`src/rtl/alu_arbiter.sv`:
```
// alu_arbiter: round-robin two-requester front end for the oc8051 ALU, holding operands for multi-cycle ops
package alu_arbiter_pkg;
   typedef enum logic [3:0] {
      OP_NOP, OP_ADD, OP_SUB, OP_MUL, OP_DIV, OP_DA, OP_NOT, OP_AND,
      OP_XOR, OP_OR, OP_RL, OP_RLC, OP_RR, OP_RRC, OP_PCS, OP_XCH
   } opcode_e;
endpackage

module alu_arbiter
   import alu_arbiter_pkg::*;
#(
   parameter int MUL_CYCLES = 4,
   parameter int DIV_CYCLES = 8
) (
   input  logic       clk,
   input  logic       rst,
   input  logic       req0_valid,
   output logic       req0_ready,
   input  opcode_e    req0_op,
   input  logic [7:0] req0_src1,
   input  logic [7:0] req0_src2,
   input  logic [7:0] req0_src3,
   input  logic [2:0] req0_flags,
   input  logic       req1_valid,
   output logic       req1_ready,
   input  opcode_e    req1_op,
   input  logic [7:0] req1_src1,
   input  logic [7:0] req1_src2,
   input  logic [7:0] req1_src3,
   input  logic [2:0] req1_flags,
   output logic       rsp_valid,
   input  logic       rsp_ready,
   output logic       rsp_id,
   output logic [7:0] rsp_des1,
   output logic [7:0] rsp_des2,
   output logic [7:0] rsp_des_acc,
   output logic [2:0] rsp_flags,
   output opcode_e    alu_op,
   output logic [7:0] alu_src1,
   output logic [7:0] alu_src2,
   output logic [7:0] alu_src3,
   output logic       alu_srcCy,
   output logic       alu_srcAc,
   output logic       alu_bit_in,
   input  logic [7:0] alu_des1,
   input  logic [7:0] alu_des2,
   input  logic [7:0] alu_des_acc,
   input  logic       alu_desCy,
   input  logic       alu_desAc,
   input  logic       alu_desOv,
   output logic       busy
);
   localparam int MAXC = MUL_CYCLES > DIV_CYCLES ? MUL_CYCLES : DIV_CYCLES;
   localparam int CW = $clog2(MAXC) + 1;
   typedef enum logic [1:0] {IDLE, EXEC, RESP} state_e;
   state_e state, state_nxt;
   logic last_grant, grant, accept;
   logic [CW-1:0] cnt;
   opcode_e op, in_op;
   logic [7:0] src1, src2, src3, in_src1, in_src2, in_src3;
   logic [2:0] flags, in_flags;
   assign grant = (req0_valid && req1_valid) ? ~last_grant : req1_valid;
   assign req0_ready = state == IDLE && !grant;
   assign req1_ready = state == IDLE && grant;
   assign accept = state == IDLE && (req0_valid || req1_valid);
   assign in_op = grant ? req1_op : req0_op;
   assign in_src1 = grant ? req1_src1 : req0_src1;
   assign in_src2 = grant ? req1_src2 : req0_src2;
   assign in_src3 = grant ? req1_src3 : req0_src3;
   assign in_flags = grant ? req1_flags : req0_flags;
   // state register; reset drops any op in flight
   always_ff @(posedge clk or negedge rst)
      if (!rst) state <= IDLE;
      else state <= state_nxt;
   // capture the granted op, count down its hold time and sample the ALU on the last cycle
   always_ff @(posedge clk or negedge rst)
      if (!rst) begin
         op <= OP_NOP;
         src1 <= '0;
         src2 <= '0;
         src3 <= '0;
         flags <= '0;
         cnt <= '0;
         last_grant <= 1'b1;
         rsp_id <= 1'b0;
         rsp_des1 <= '0;
         rsp_des2 <= '0;
         rsp_des_acc <= '0;
         rsp_flags <= '0;
      end else begin
         if (accept) begin
            op <= in_op;
            src1 <= in_src1;
            src2 <= in_src2;
            src3 <= in_src3;
            flags <= in_flags;
            rsp_id <= grant;
            last_grant <= grant;
            cnt <= in_op == OP_MUL ? CW'(MUL_CYCLES - 1) : in_op == OP_DIV ? CW'(DIV_CYCLES - 1) : '0;
         end else if (state == EXEC && cnt != '0)
            cnt <= cnt - 1'b1;
         if (state == EXEC && cnt == '0) begin
            rsp_des1 <= alu_des1;
            rsp_des2 <= alu_des2;
            rsp_des_acc <= alu_des_acc;
            rsp_flags <= {alu_desOv, alu_desAc, alu_desCy};
         end
      end
   // next state: grant in IDLE, hold in EXEC until the count expires, wait for the consumer in RESP
   always_comb
      state_nxt = state == IDLE ? (accept ? EXEC : IDLE)
                : state == EXEC ? (cnt == '0 ? RESP : EXEC)
                : (rsp_ready ? IDLE : RESP);
   // ALU sees the captured op only while executing, a quiet NOP otherwise
   always_comb begin
      busy = state != IDLE;
      rsp_valid = state == RESP;
      alu_op = state == EXEC ? op : OP_NOP;
      alu_src1 = state == EXEC ? src1 : '0;
      alu_src2 = state == EXEC ? src2 : '0;
      alu_src3 = state == EXEC ? src3 : '0;
      {alu_bit_in, alu_srcAc, alu_srcCy} = state == EXEC ? flags : 3'b000;
   end
endmodule

```
`config.mk`:
```
export PLATFORM = sky130hd
export DESIGN_NAME = alu_arbiter
export DESIGN_NICKNAME = d
export VERILOG_FILES = /design/src/rtl/alu_arbiter.sv
export SDC_FILE = /design/constraint.sdc
export NUM_CORES = 1
export LEC_CHECK = 0
export ABC_CLOCK_PERIOD_IN_PS = 2029
export BUFFER_PORTS_ARGS = -buffer_cell sky130_fd_sc_hd__buf_2
export CORE_UTILIZATION = 43
export CTS_BUF_LIST = sky130_fd_sc_hd__clkbuf_4
export DETAILED_ROUTE_END_ITERATION = 8
export GPL_TIMING_DRIVEN = 0
export PLACE_DENSITY = 0.81
export SYNTH_ARGS = -nofsm -noshare
export SYNTH_HDL_FRONTEND = slang
export SYNTH_SLANG_ARGS = --single-unit
```
`constraint.sdc`:
```
create_clock -name clk -period 2.03 [get_ports clk]
set_input_delay 0.3045 -clock clk [delete_from_list [all_inputs] [get_ports clk]]
set_output_delay 0.3045 -clock clk [all_outputs]
set_load 0.01 [all_outputs]
```
[Word level (Yosys, flattened, before mapping)]
Index checks and enable logic that the tools add are counted.
Word-level totals
  flip-flop bits (word level): 66
Cells by class
  $add $sub $neg: 1
  equality and inequality tests: 4
  multiplexer cells: 20
  bitwise operators: 1
  reduce and logical (&&, ||, !) cells: 13
Operator list (number)
  two-way mux 8 bit: 6
  two-way mux 4 bit: 4
  two-way mux 3 bit: 4
  two-way mux 2 bit: 4
  logical AND 1 bit: 6
  equality test 4 x 2 -> 1 bit, second input constant: 1
  equality test 4 x 3 -> 1 bit, second input constant: 1
  logical NOT 4 bit: 1
  nonzero test 2 bit: 2
  nonzero test 4 bit: 1
  subtractor 4 x 1 -> 4 bit, second input constant: 1
  equality test 2 x 1 -> 1 bit, second input constant: 1
  equality test 2 bit, second input constant: 1
  logical NOT 2 bit: 1
  two-way mux 1 bit: 2
  logical NOT 1 bit: 1
  logical OR 1 bit: 1
  NOT 1 bit: 1

[Depth between registers and ports, before layout]
Gate-level depths: netlist of run 1.
  depth in word-level cells: 7
  depth in mapped cells: 8

[Worst setup path before layout of run 1]
Ideal clock, no wire load.
  path type: register -> register
  from: register cnt[0]
  to: register rsp_des2[0]
  setup time: 125 ps
  arrival time: 1764 ps
  required time: 1905 ps
  path slack: 141 ps
  cell stages (with the launch flop): 9
  buffers on the path: 3
  period minus slack after synthesis: 1889 ps
  path through: dfrtp_1 -> inv_1 -> ha_1 -> or3b_1 -> buf_2 -> nand3b_4 -> buf_6 -> buf_12 -> mux2_4
Between the ends
  longest elaborated chain between the ends: 2
RTL lines
  from (decl): RTL line 58  | logic [CW-1:0] cnt;
  from (signal assigned): RTL line 99  | cnt <= in_op == OP_MUL ? CW'(MUL_CYCLES - 1) : in_op == OP_DIV ? CW'(DIV_CYCLES - 1) : '0;
  from (signal assigned): RTL line 101  | cnt <= cnt - 1'b1;
  logical NOT 4 bit: RTL line 102  | if (state == EXEC && cnt == '0) begin
  logical AND 1 bit: RTL line 102
  to (signal assigned): RTL line 104  | rsp_des2 <= alu_des2;
  to (decl): RTL line 35  | output logic [7:0] rsp_des2,
Every way passes these cells.
A chain may end at the register's enable or synchronous reset.

[Worst setup path after layout of run 1]
Same ends and word-level chain as after synthesis.

==> results of run 1 <==
## how the worst max path moves through the flow
stage / to / depth (start not counted) / from
after detailed placement: rsp_des2[0] / 8 / cnt[0]
after CTS: alu_src2[2] / 5 / state[0]
after global placement: alu_src1[7] / 5 / state[0]
final: rsp_des2[0] / 8 / cnt[0]
after global routing: alu_src1[7] / 5 / state[1]
after floorplan: rsp_des2[0] / 8 / cnt[0]
## flip-flops by register name, indices dropped and copies added, names as in the netlist
signal       flops
src3             8
rsp_des2         8
last_grant       1
op               4
state            2
src2             8
rsp_flags        3
rsp_des_acc      8
rsp_id           1
flags            3
cnt              4
rsp_des1         8
src1             8
## through the flow
step | hold WS [ns] | cell area [um^2] | std cells
final | 0.0770 | 4370 | 587
after global routing | 0.0784 | 4370 | 587
after CTS | 0.0588 | 4280 | 582
after detailed placement | 0.453 | 4090 | 564
after global placement | 0.462 | 4080 | 564
after floorplan | 0.00891 | 3180 | 312
## layout make-up
cell class                 count  area [um^2]  share of cell area
buffer                        21          160              0.0367
multi-input combinational    220         1420               0.324
clock inverter                 6         81.3              0.0186
inverter                       4         15.0             0.00344
sequential                    66         1650               0.379
clock buffer                  10         75.1              0.0172
timing repair buffer         164          846               0.194
tap                           96          120              0.0275
## power groups by stage
stage,logic (W),registers (W),clock network [W]
floorplan,0.00218,0.00245,0
global placement,0.00350,0.00232,0
detailed placement,0.00357,0.00238,0
CTS,0.00366,0.00235,0.00100
global route,0.00419,0.00243,0.00105
finish,0.00381,0.00236,0.000987
## timing repair
action	in CTS	in global routing
setup buffers	1	6
setup endpoints to repair	33	53
endpoints found under the hold margin	10	0
hold buffers	1	0
gates resized for setup	11	17
## cells by family (layout without fill, tap and decap cells)
logic type                 Yosys count  after routing  synth area share
muxes                               27             27             0.118
and+or+nand+nor                    143            143             0.210
adders and majority gates            2              2           0.00786
buffers and inverters               26            205            0.0440
DFF                                 66             66             0.519
xor gates and xnor gates             2              2           0.00551
AOI/OAI and AO/OA                   46             46            0.0956
## layout by cell type (no fill, tap or decap), types with 3 or more instances in the layout
master	count
buf_12	3
nor2_1	35
nor3_1	3
nand2_1	62
buf_4	11
dfrtp_1	64
a31oi_1	32
mux2_2	8
buf_1	4
and2_1	31
buf_2	156
mux2_4	19
clkbuf_1	6
clkbuf_4	10
## metal layers
layer	up-vias	part of all wire
li1	1401	-
met1	1324	0.42
met2	136	0.48
met3	14	0.087
met4	0	0.019
met5	-	0
==> results, run 1 <==
- The run finished with clean final reports.
- TritonCTS built the clock tree.
- The dominant register cell in the synthesized netlist is dfrtp_1.
- In this run the tightest slew margin relative to its limit is 0.454.
- The routed layout has 2875 vias.
- The utilization after layout is 0.626.
- Of all cell types, the one taking the most synthesized area is dfrtp_1.
- The placer congestion estimate is 0.798.
- The number of setup violations in the final report is 0.
- The clock tree synthesis step divided the H-tree into 3 levels.
- The number of cells on the worst reg-to-reg path is 8.
- The number of max-cap violations is 0.
- The worst hold path belongs to the class input pin to register.
- The final hold violation count is 0.
- The wire length per cell is approximately 15 um.
- Setup repair after global routing could not meet its margin everywhere.
- The detailed router finished its first iteration with 40 violations.
- The count of mapped cells out of synthesis is between 300 and 400.
- The data required time at the worst endpoint is 2.32 ns.
- The kind of critical path is register to register.
- For the pin with the worst max-slew slack, the measured transition is 0.819 ns.
- The launch instance of the worst register-to-register path is cnt[0].
- The routing layer with the top usage in global route is met2.
- The worst hold path endpoint is state[1].
- Counting both buffers and inverters, the worst setup path holds a total of 4.
- Setup total negative slack on the finished layout was measured at 0 ns.
- Yosys mapped a number of flops with a built-in enable equal to 0.
- The full die area is 7750 um^2.
- Based on the critical path, the design can be clocked at up to between 500 and 600 MHz.
- The final worst setup slack is 0.0492 ns.
- On the worst path, the slowest cell contributes a delay of 0.41 ns.
- Traced cell by cell, the critical path runs through inv_2 > ha_4 > or3b_4 > buf_6 > nand3b_4 > buf_12 > buf_12 > mux2_4.
- The latest clock arrival within the worst-skew pair is 0.42 ns.
- The residual antenna-violating net count after detailed routing is 0.
- The root buffer selected by CTS is clkbuf_4.
- The largest net degree at the start of global routing is 67.
- Of the cells placed in the final design, the portion with a size suffix greater than 1 is 0.460.
- Dividing the final minimum period by the clock period gives 0.976.
- The post-route total power is between 0.007 and 0.008 W.
- VDD sags by at most 0.000661 V.
- The share of total power dissipated in sequential elements is 0.329.
- Clock tree synthesis inserted a total of 9 buffers.
- The number of max-slew violations in the final report is 0.
- The cell family contributing the most delay on the critical path is simple AND/OR/NAND/NOR gates.
- The slowest stage of the critical path is the dfrtp_1 cell.
- For this run, design rule violations remaining after detail routing come to 0.
- For this run, the total global-route usage over all layers was measured as 0.225.
- The via count of the first global-routing pass was 2915.
- Counting instances, the worst hold path has a depth of 2.
- The final layout net count is just under 600.
- The first global-routing pass estimated 13200 um of wire.
- For met1 alone, demand over resource in global routing was 0.255.
- The fraction of post-synthesis cell area in the top cell type by area is 0.511.
- Clock-pin slew was measured on the worst setup and hold paths at approximately 0.11 ns.
- Of the total power, the share spent switching nets is 0.382.
- Yosys printed 0 warnings.
- The unique cell type count in the Yosys netlist is 36.
- The leakage power total is 2.27 nW.
- The share of flip-flops with an asynchronous set or reset after synthesis is 1.00.
- Counting along the longest clock path gives a buffer depth of 2.
- In the global route stage, met3 resource usage came out at 0.0716.
- The library cell with the highest instance count after synthesis is dfrtp_1.
- The share of the Yosys chip area taken by registers is 0.519.
- The share of total power dissipated in the clock network is 0.138.
- The part of the power in combinational logic is 0.533.
- The post-layout minimum cycle time is ~2 ns.
- The count of buffers inserted at the top-level ports is 156.
- The net count after synthesis is 408.
- The synthesis-to-finish area growth is 37.3%.
- The overall overflow remaining after global route is 0.
- Sorting the synthesized cells by how often they occur yields dfrtp_1, nand2_1, nor2_1.
- The initial utilization of the core area, before any placement, comes to 0.456.
- The startpoint of the lowest-slack hold path is rsp_ready.
- Yosys attributes the largest share of cell area to dfrtp_1, mux2_4, nand2_1.
- The maximum fanout encountered on the critical timing path is 10.
- The global-route met2 utilization is 0.397.
- The worst flop-to-flop path endpoint is rsp_des2[0].
- The worst setup slack before clock tree synthesis is 0.0164 ns.
- At the worst endpoint, the arrival time is 2.27 ns.
- The initial antenna violation count came to 0.
- The synthesized design contains 66 register bits.
- The first detailed-routing pass ran for 4 iterations.
- The final HPWL from detailed placement is ~6300 um.
- The average vias per placed instance is 4.90.
- For this design, the sink count on the clock tree is 66.
- In this run the mean area of a mapped cell was 10.2 um^2.
- The die width is 88.0 um.
- The cell area that synthesis handed to floorplanning was roughly 3200 um^2.
- The final layout contains routed wiring with a total length of 8550 um.
- The vertical die dimension is 88.0 um.
- STA classifies the critical path endpoint as a register.
- The startpoint type of the worst setup path is a register.
- The number of filler cells placed in the layout is between 600 and 700.
- The power density over the cells is 1640 nW/um^2.
- The internal reg-to-reg setup slack is 0.05 ns.
- The number of diodes added for antenna fixing is 0.
- The I/O pin total is 157.
- The number of placement rows is 30.
- The floorplan step defined a core boundary enclosing 6980 um^2.
- In this design, the critical path's most frequently occurring cell is buf_12.
- The net switching power of the design is 0.00273 W.
- The maximum clock skew at final layout is 0.0207 ns.
- Internal power comes to between 0.004 and 0.005 W.
Power figures use the tool's default switching activity.
==> run 2: changes to the inputs <==
Settings changed: REMOVE_ABC_BUFFERS set to 1, SETUP_SLACK_MARGIN set to 0.15.
==> run 2 against run 1 <==
The flow now finishes with violations (negative hold slack). Routed wire length grew 2.8%. Die area is the same. Fmax grew 7.8%. Combinational power is essentially flat. Utilization grew 0.93 points. Total power grew 4.4%. Register-to-register slack gained 0.19 ns. Non-clock buffer count shrank 18.
==> results, run 2 (synthesis gave the netlist of run 1 again) <==
- The number of setup violations in the final report is 0.
- The worst slew margin relative to its limit is 0.333.
- The placer congestion estimate is 0.718.
- The final reports fail on negative hold slack.
- After global routing the overflow that remains totals 0.
- The post-layout minimum cycle time is 1.84 ns.
- The CTS tree is yes.
- The largest net degree at the start of global routing is 67.
- TritonCTS created 9 clock buffers.
- The first global-routing pass estimated 13400 um of wire.
- The final HPWL from detailed placement is approximately 5400 um.
- STA classifies the critical path endpoint as an output port.
- For this block, the via count after detailed routing is 2860.
- In the layout the commonest cells are buf_2, dfrtp_1, nand2_1.
- The proportion of layout cells with a drive suffix above 1 is 0.473.
- The number of hold buffers added after CTS was 0.
- During placement, the flow inserted port buffers numbering 156.
- The starting density of the core is 0.456.
- The clock sink count is 66.
- The min-delay analysis places its worst path in the category input pin to asynchronous set/reset pin.
- The leading cell type in the layout, fill and taps excluded is buf_2.
- The depth of the worst register-to-register path is 5.
- For this run, the number of standard cells in the final layout without fillers is 574.
- The pin slew with the least headroom to its limit is 0.995 ns.
- The run finished, with violations left.
- The startpoint type of the worst setup path is a register.
- The final layout net count is 569.
- The H-tree generated during clock tree synthesis spans 3 levels.
- The number of buffers between clock root and the deepest sink is 2.
- In the finished design, the share of the clock period the worst path needs comes to 0.905.
- The tree is rooted in a clkbuf_4.
- The post-route total power is 0.00747 W.
- The vertical die dimension is 88.0 um.
- Derived from the worst setup path, the maximum achievable clock frequency is between 500 and 600 MHz.
- Data arrives at the worst endpoint at ~1.5 ns.
- The die is ~88 um wide.
- The routed wire length is around 8800 um.
- The I/O pin total is 157.
- The all-layer global routing usage is 0.231.
- The setup path with the least slack is of type register to output port.
- Of all nets on the critical path, the largest fanout is 24.
- The number of DRC violations after detailed-routing iteration 0 is 83.
- The number of max-slew violations in the final report is 0.
- The maximum clock skew at final layout is 0.0156 ns.
- After detailed routing, the average wire length per cell comes to 15.3 um.
- Once layout is complete, the utilization of the core stands at 0.635.
- In this run, placement finished with an instance count of 544.
- Setup repair after global routing could not meet its margin everywhere.
- The final hold violation count is 5.
- The final worst setup slack is 0.192 ns.
- The via count of the first global-routing pass came to 2752.
- Relative to the synthesized area, the layout overhead comes to 39.4%.
- The leakage power total is between 2 and 2.5 nW.
- The residual antenna-violating net count after detailed routing is 0.
- The power density over the cells is between 1500 and 2000 nW/um^2.
- The number of placement rows is 30.
- The worst setup slack before clock tree synthesis is -0.100 ns.
- After floorplanning, the core was sized to cover 6980 um^2.
- The worst-case IR drop observed on VDD is 0.000605 V.
- After detailed routing, the number of remaining DRC violations is 0.
- The full die area is 7750 um^2.
- At the later pin of the worst-skew pair, clock insertion delay measures 0.39 ns.
- 0 antenna diodes ended up in the layout.
- The initial antenna violation count is 0.
- The clock-pin slew of the registers on the worst-case setup and hold paths is 0.11 ns.
- Across all hold checks on the routed design, the worst slack comes to -0.00732 ns.
- The pre-antenna-repair detailed-routing pass consisted of 4 iterations.
- The number of max-cap violations is 0.
- The data required time at the worst endpoint is 1.73 ns.
- The average vias per placed instance is 4.98.
## run 2: cell types whose count changed in the layout (fill, tap and decap cells not counted), sizes merged
cell,previous run,this run
a21bo,1,2
bufinv,2,4
buf,175,167
a21boi,1,2
nand3b,2,5
clkbuf,19,10
inv,4,5
clkinv,4,1
dlygate4sd3,1,0
## run 2: timing repair
item | CTS | global route
buffers inserted | 5 | 4
pin swaps | 1 | 0
cloned | 5 | 0
endpoints found under the setup margin | 63 | 56
hold endpoints to repair | 0 | 0
gates resized for setup | 7 | 4
## run 2: path summary, 6_finish.rpt
| path | start | end | slack [ns] |
|---|---|---|---|
| setup / recovery | state[1] | alu_op[0] | 0.19 |
| hold / removal | rst | src1[0] | -0.007 |
| setup reg to reg | cnt[0] | rsp_des_acc[2] | 0.24 |
| hold reg to reg | rsp_flags[0] | rsp_flags[0] | 0.51 |
| max in group asynchronous | rst | state[1] | 1.42 |
| min in group clk | rsp_ready | state[1] | 0.10 |
## run 2: report_power, final
group	leakage, nW	switching [W]	internal (W)
registers	0.755	0.000395	0.00200
clock network	0.111	0.000484	0.000769
logic	1.43	0.00190	0.00192
total	2.30	0.00278	0.00469
## run 2: metrics by stage
stage | setup TNS (ns) | instance area (um^2) | hold slack (ns)
3_3_place_gp | -55.68 | 3960 | 0.463
4_1_cts | 0 | 4390 | 0.00282
5_1_grt | 0 | 4430 | 0.0399
6_report | 0 | 4430 | -0.00732
3_5_place_dp | -2.59 | 4030 | 0.456
2_1_floorplan | -2.01 | 3060 | 0.00891
## run 2: routing by layer
layer / share of wire / track usage / wire (um)
met3: 0.071 / 0.0518 / 625
met1: 0.42 / 0.270 / 3730
met4: 0.012 / 0.0806 / 107
met5: 0 / 0 / 0
met2: 0.49 / 0.414 / 4330
## run 2: final cells by class
class / instances / area, um^2
inverter: 4 / 15.0
clock inverter: 6 / 138
sequential: 66 / 1660
multi-input combinational: 225 / 1510
fill: 578 / 2550
clock buffer: 10 / 75.1
timing repair buffer: 167 / 918
tap: 96 / 120
## run 2: worst max-delay path, cell delays in order (launching register included)
cell	delay, ns
dfrtp_2	0.48
nor2b_4	0.22
buf_16	0.18
and2_1	0.14
buf_2	0.13
==> run 3: changes to the inputs <==
Settings changed: CTS_CLUSTER_DIAMETER set to 30, REMOVE_ABC_BUFFERS 1 to not set.
==> run 3 against run 2 <==
The run now ends clean. First-iteration DRC count fell by 14%. Clock skew up 0.0072 ns. Largest power group unchanged. Cell count is 4.5% higher. Largest cell class unchanged. Highest routed layer unchanged.
==> results, run 3 (synthesis gave the netlist of run 1 again) <==
- Setup repair after global routing could not meet its margin everywhere.
- Data on the critical path arrives at its endpoint at 2.27 ns.
- The number of DRC violations after detailed-routing iteration 0 is a little over 70.
- Routability-driven placement finished with a final weighted congestion of 0.798.
- Setup violations remaining at the end of the flow were counted as 0.
- The final hold violation count is 0.
- The delay contributed by the slowest stage of the critical path is 0.41 ns.
- The leakage power total is between 2 and 2.5 nW.
- Leaving out fill and tap cells, the most frequent cell in the layout is buf_2.
- The maximum level of the CTS H-tree is 3.
- The full die area is approximately 7700 um^2.
- The total negative slack for setup checks is 0 ns.
- The latest clock arrival within the worst-skew pair is roughly 0.42 ns.
- The number of max-cap violations is 0.
- The met1 routed wirelength after detailed routing is 3620 um.
- The count of buffers inserted at the top-level ports is approximately 160.
- The residual antenna-violating net count after detailed routing is 0.
- The average vias per placed instance is between 5 and 6.
- The worst slew margin relative to its limit is 0.451.
- The sum of buffers and inverters on the critical path is 4.
- The highest layer used for signal routing is met4.
- TritonCTS built the clock tree.
- The instance count on the critical path is 8.
- The worst setup path is launched from a register.
- In this run the power spent charging and discharging nets is 0.00304 W.
- From synthesis to final layout, the design area changed by 51.9%.
- The share of total power dissipated in combinational logic is 0.605.
- The critical path is of the register to register type.
- The floorplan step set the die width to 88.0 um.
- After floorplanning, the core was sized to cover 6980 um^2.
- approximately 160 I/O pins were placed.
- The amount of wire on met3 after detailed routing is about 900 um.
- Entering global routing, the biggest net connects between 60 and 70 pins.
- The internal portion of the total power is approximately 0.0055 W.
- The run finished with clean final reports.
- The kind of cell with the highest combined delay along the critical path is simple AND/OR/NAND/NOR gates.
- The endpoint identified for the worst register-to-register timing path is rsp_des_acc[3].
- The utilization after layout is 0.692.
- The initial antenna violation count is 0.
- Clock tree synthesis selected as its root buffer the cell clkbuf_4.
- The number of filler cells placed in the layout is approximately 560.
- The final layout net count is 595.
- The number of max-slew violations in the final report is 0.
- The cell type of the slowest stage on the worst timing path is dfrtp_1.
- The launch instance of the worst register-to-register path is cnt[0].
- The clock sink count is 66.
- The data required time at the worst endpoint is 2.33 ns.
- The all-layer global routing usage is 0.233.
- Measured in cells, the most critical reg-to-reg path has a length of 8.
- The number of vias after detailed routing is about 3000.
- After global routing the overflow that remains totals 0.
- The pin slew with the least headroom to its limit is 0.823 ns.
- In the detailed route, the total length drawn on met2 is 4530 um.
- The kind of path behind the tightest hold check is input pin to register.
- The number of diodes added for antenna fixing is 0.
- The first global-routing pass estimated approximately 14000 um of wire.
- In the layout the commonest cells are buf_2, dfrtp_1, nand2_1.
- STA classifies the critical path endpoint as a register.
- The power density over the cells is 1770 nW/um^2.
- IR analysis of the VDD net gives a maximum drop of 0.000914 V.
- In the final layout, the share of cells above drive strength 1 is 0.544.
- The internal reg-to-reg setup slack is between 0.05 and 0.06 ns.
- Of the total power, the share spent switching nets is 0.355.
- The routed wire length is 9210 um.
- In the routed design, unresolved DRC markers number 0.
- Timing would allow up to 505 MHz.
- The post-layout minimum cycle time is between 1.5 and 2 ns.
- The iteration count of the initial detailed-routing pass is 4.
- The number of placement rows is 30.
- The wire length per cell is 15.3 um.
- The vertical die dimension is 88.0 um.
- The number of buffers between clock root and the deepest sink is 2.
- The maximum clock skew at final layout is ~0.023 ns.
- The share of power burned in the clock network is 0.116.
- The timing startpoint of the critical path is cnt[0].
- The via count of the first global-routing pass is 2982.
- The number of buffers inserted during clock tree synthesis is 9.
- The final HPWL from detailed placement is 6290 um.
- The critical path goes through inv_2 > ha_4 > or3b_4 > buf_6 > nand3b_4 > buf_8 > clkbuf_16 > mux2_4.
- Along the worst path, the maximum fanout reaches 5.
- The initial utilization of the core area, before any placement, comes to 0.456.
- The sequential share of power is 0.280.
- After clock tree synthesis, the clock-pin slew on the worst setup and hold paths is between 0.1 and 0.15 ns.
- The most critical setup path has its endpoint at rsp_des_acc[3].
- In the finished design, the share of the clock period the worst path needs comes to 0.975.
## run 3: cell types whose count changed in the layout (fill, tap and decap cells not counted), moves of 3 or more
| cell | previous run | this run |
|---|---|---|
| buf_8 | 0 | 3 |
| clkbuf_16 | 0 | 4 |
| and2_4 | 0 | 30 |
| buf_4 | 9 | 18 |
| buf_2 | 155 | 126 |
| buf_6 | 0 | 33 |
| clkbuf_1 | 0 | 6 |
| clkbuf_2 | 0 | 3 |
| nand3b_4 | 4 | 1 |
| and2_1 | 31 | 1 |
## run 3: how the worst min path moves through the flow
stage | end | cells after the start | start
6_report | state[1] | 2 | rsp_ready
5_1_grt | state[1] | 2 | rsp_ready
4_1_cts | state[1] | 2 | rsp_ready
3_5_place_dp | rsp_des1[6] | 1 | rst
3_3_place_gp | rsp_id | 1 | rsp_id
2_1_floorplan | cnt[0] | 0 | rst
## run 3: through the flow
step | setup WS (ns) | hold WS, ns | total power (W) | cell area, um^2 | cells
floorplan | 0.141 | 0.00891 | 0.00463 | 3180 | 312
finish | 0.0515 | 0.0717 | 0.00856 | 4830 | 600
global route | 0.0210 | 0.0677 | 0.00911 | 4830 | 600
detailed placement | 0.0164 | 0.453 | 0.00595 | 4090 | 564
CTS | 0.112 | 0.0588 | 0.00741 | 4450 | 592
global placement | 0.0773 | 0.462 | 0.00582 | 4080 | 564
## run 3: repair_timing
item                                    in CTS  in global routing
cloned                                       1                  3
endpoints found under the setup margin      52                 80
buffers inserted                            11                  5
pin swaps                                    0                 14
hold buffers                                 1                  0
resized for setup                           27                 75
endpoints found under the hold margin       10                  0
## run 3: cell type report
class	count	area (um^2)	share of cell area
buffer	21	214	0.0443
multi-input combinational	220	1510	0.312
sequential	66	1660	0.343
inverter	4	15.0	0.00311
timing repair buffer	177	1160	0.241
tap	96	120	0.0249
clock inverter	6	81.3	0.0168
clock buffer	10	75.1	0.0155
## run 3: routing by layer
metal  global-route usage  vias to the layer above
met3               0.0716                       15
met1                0.264                     1400
met5                    0                        -
met2                0.411                      164
li1                     -                     1427
met4               0.0909                        0
## run 3: power by group through the flow
stage | registers, W | clock network [W] | logic, W
after floorplan | 0.00245 | 0 | 0.00218
after global placement | 0.00232 | 0 | 0.00350
after detailed placement | 0.00238 | 0 | 0.00357
after CTS | 0.00235 | 0.00100 | 0.00407
after global routing | 0.00246 | 0.00106 | 0.00558
final | 0.00240 | 0.000989 | 0.00517
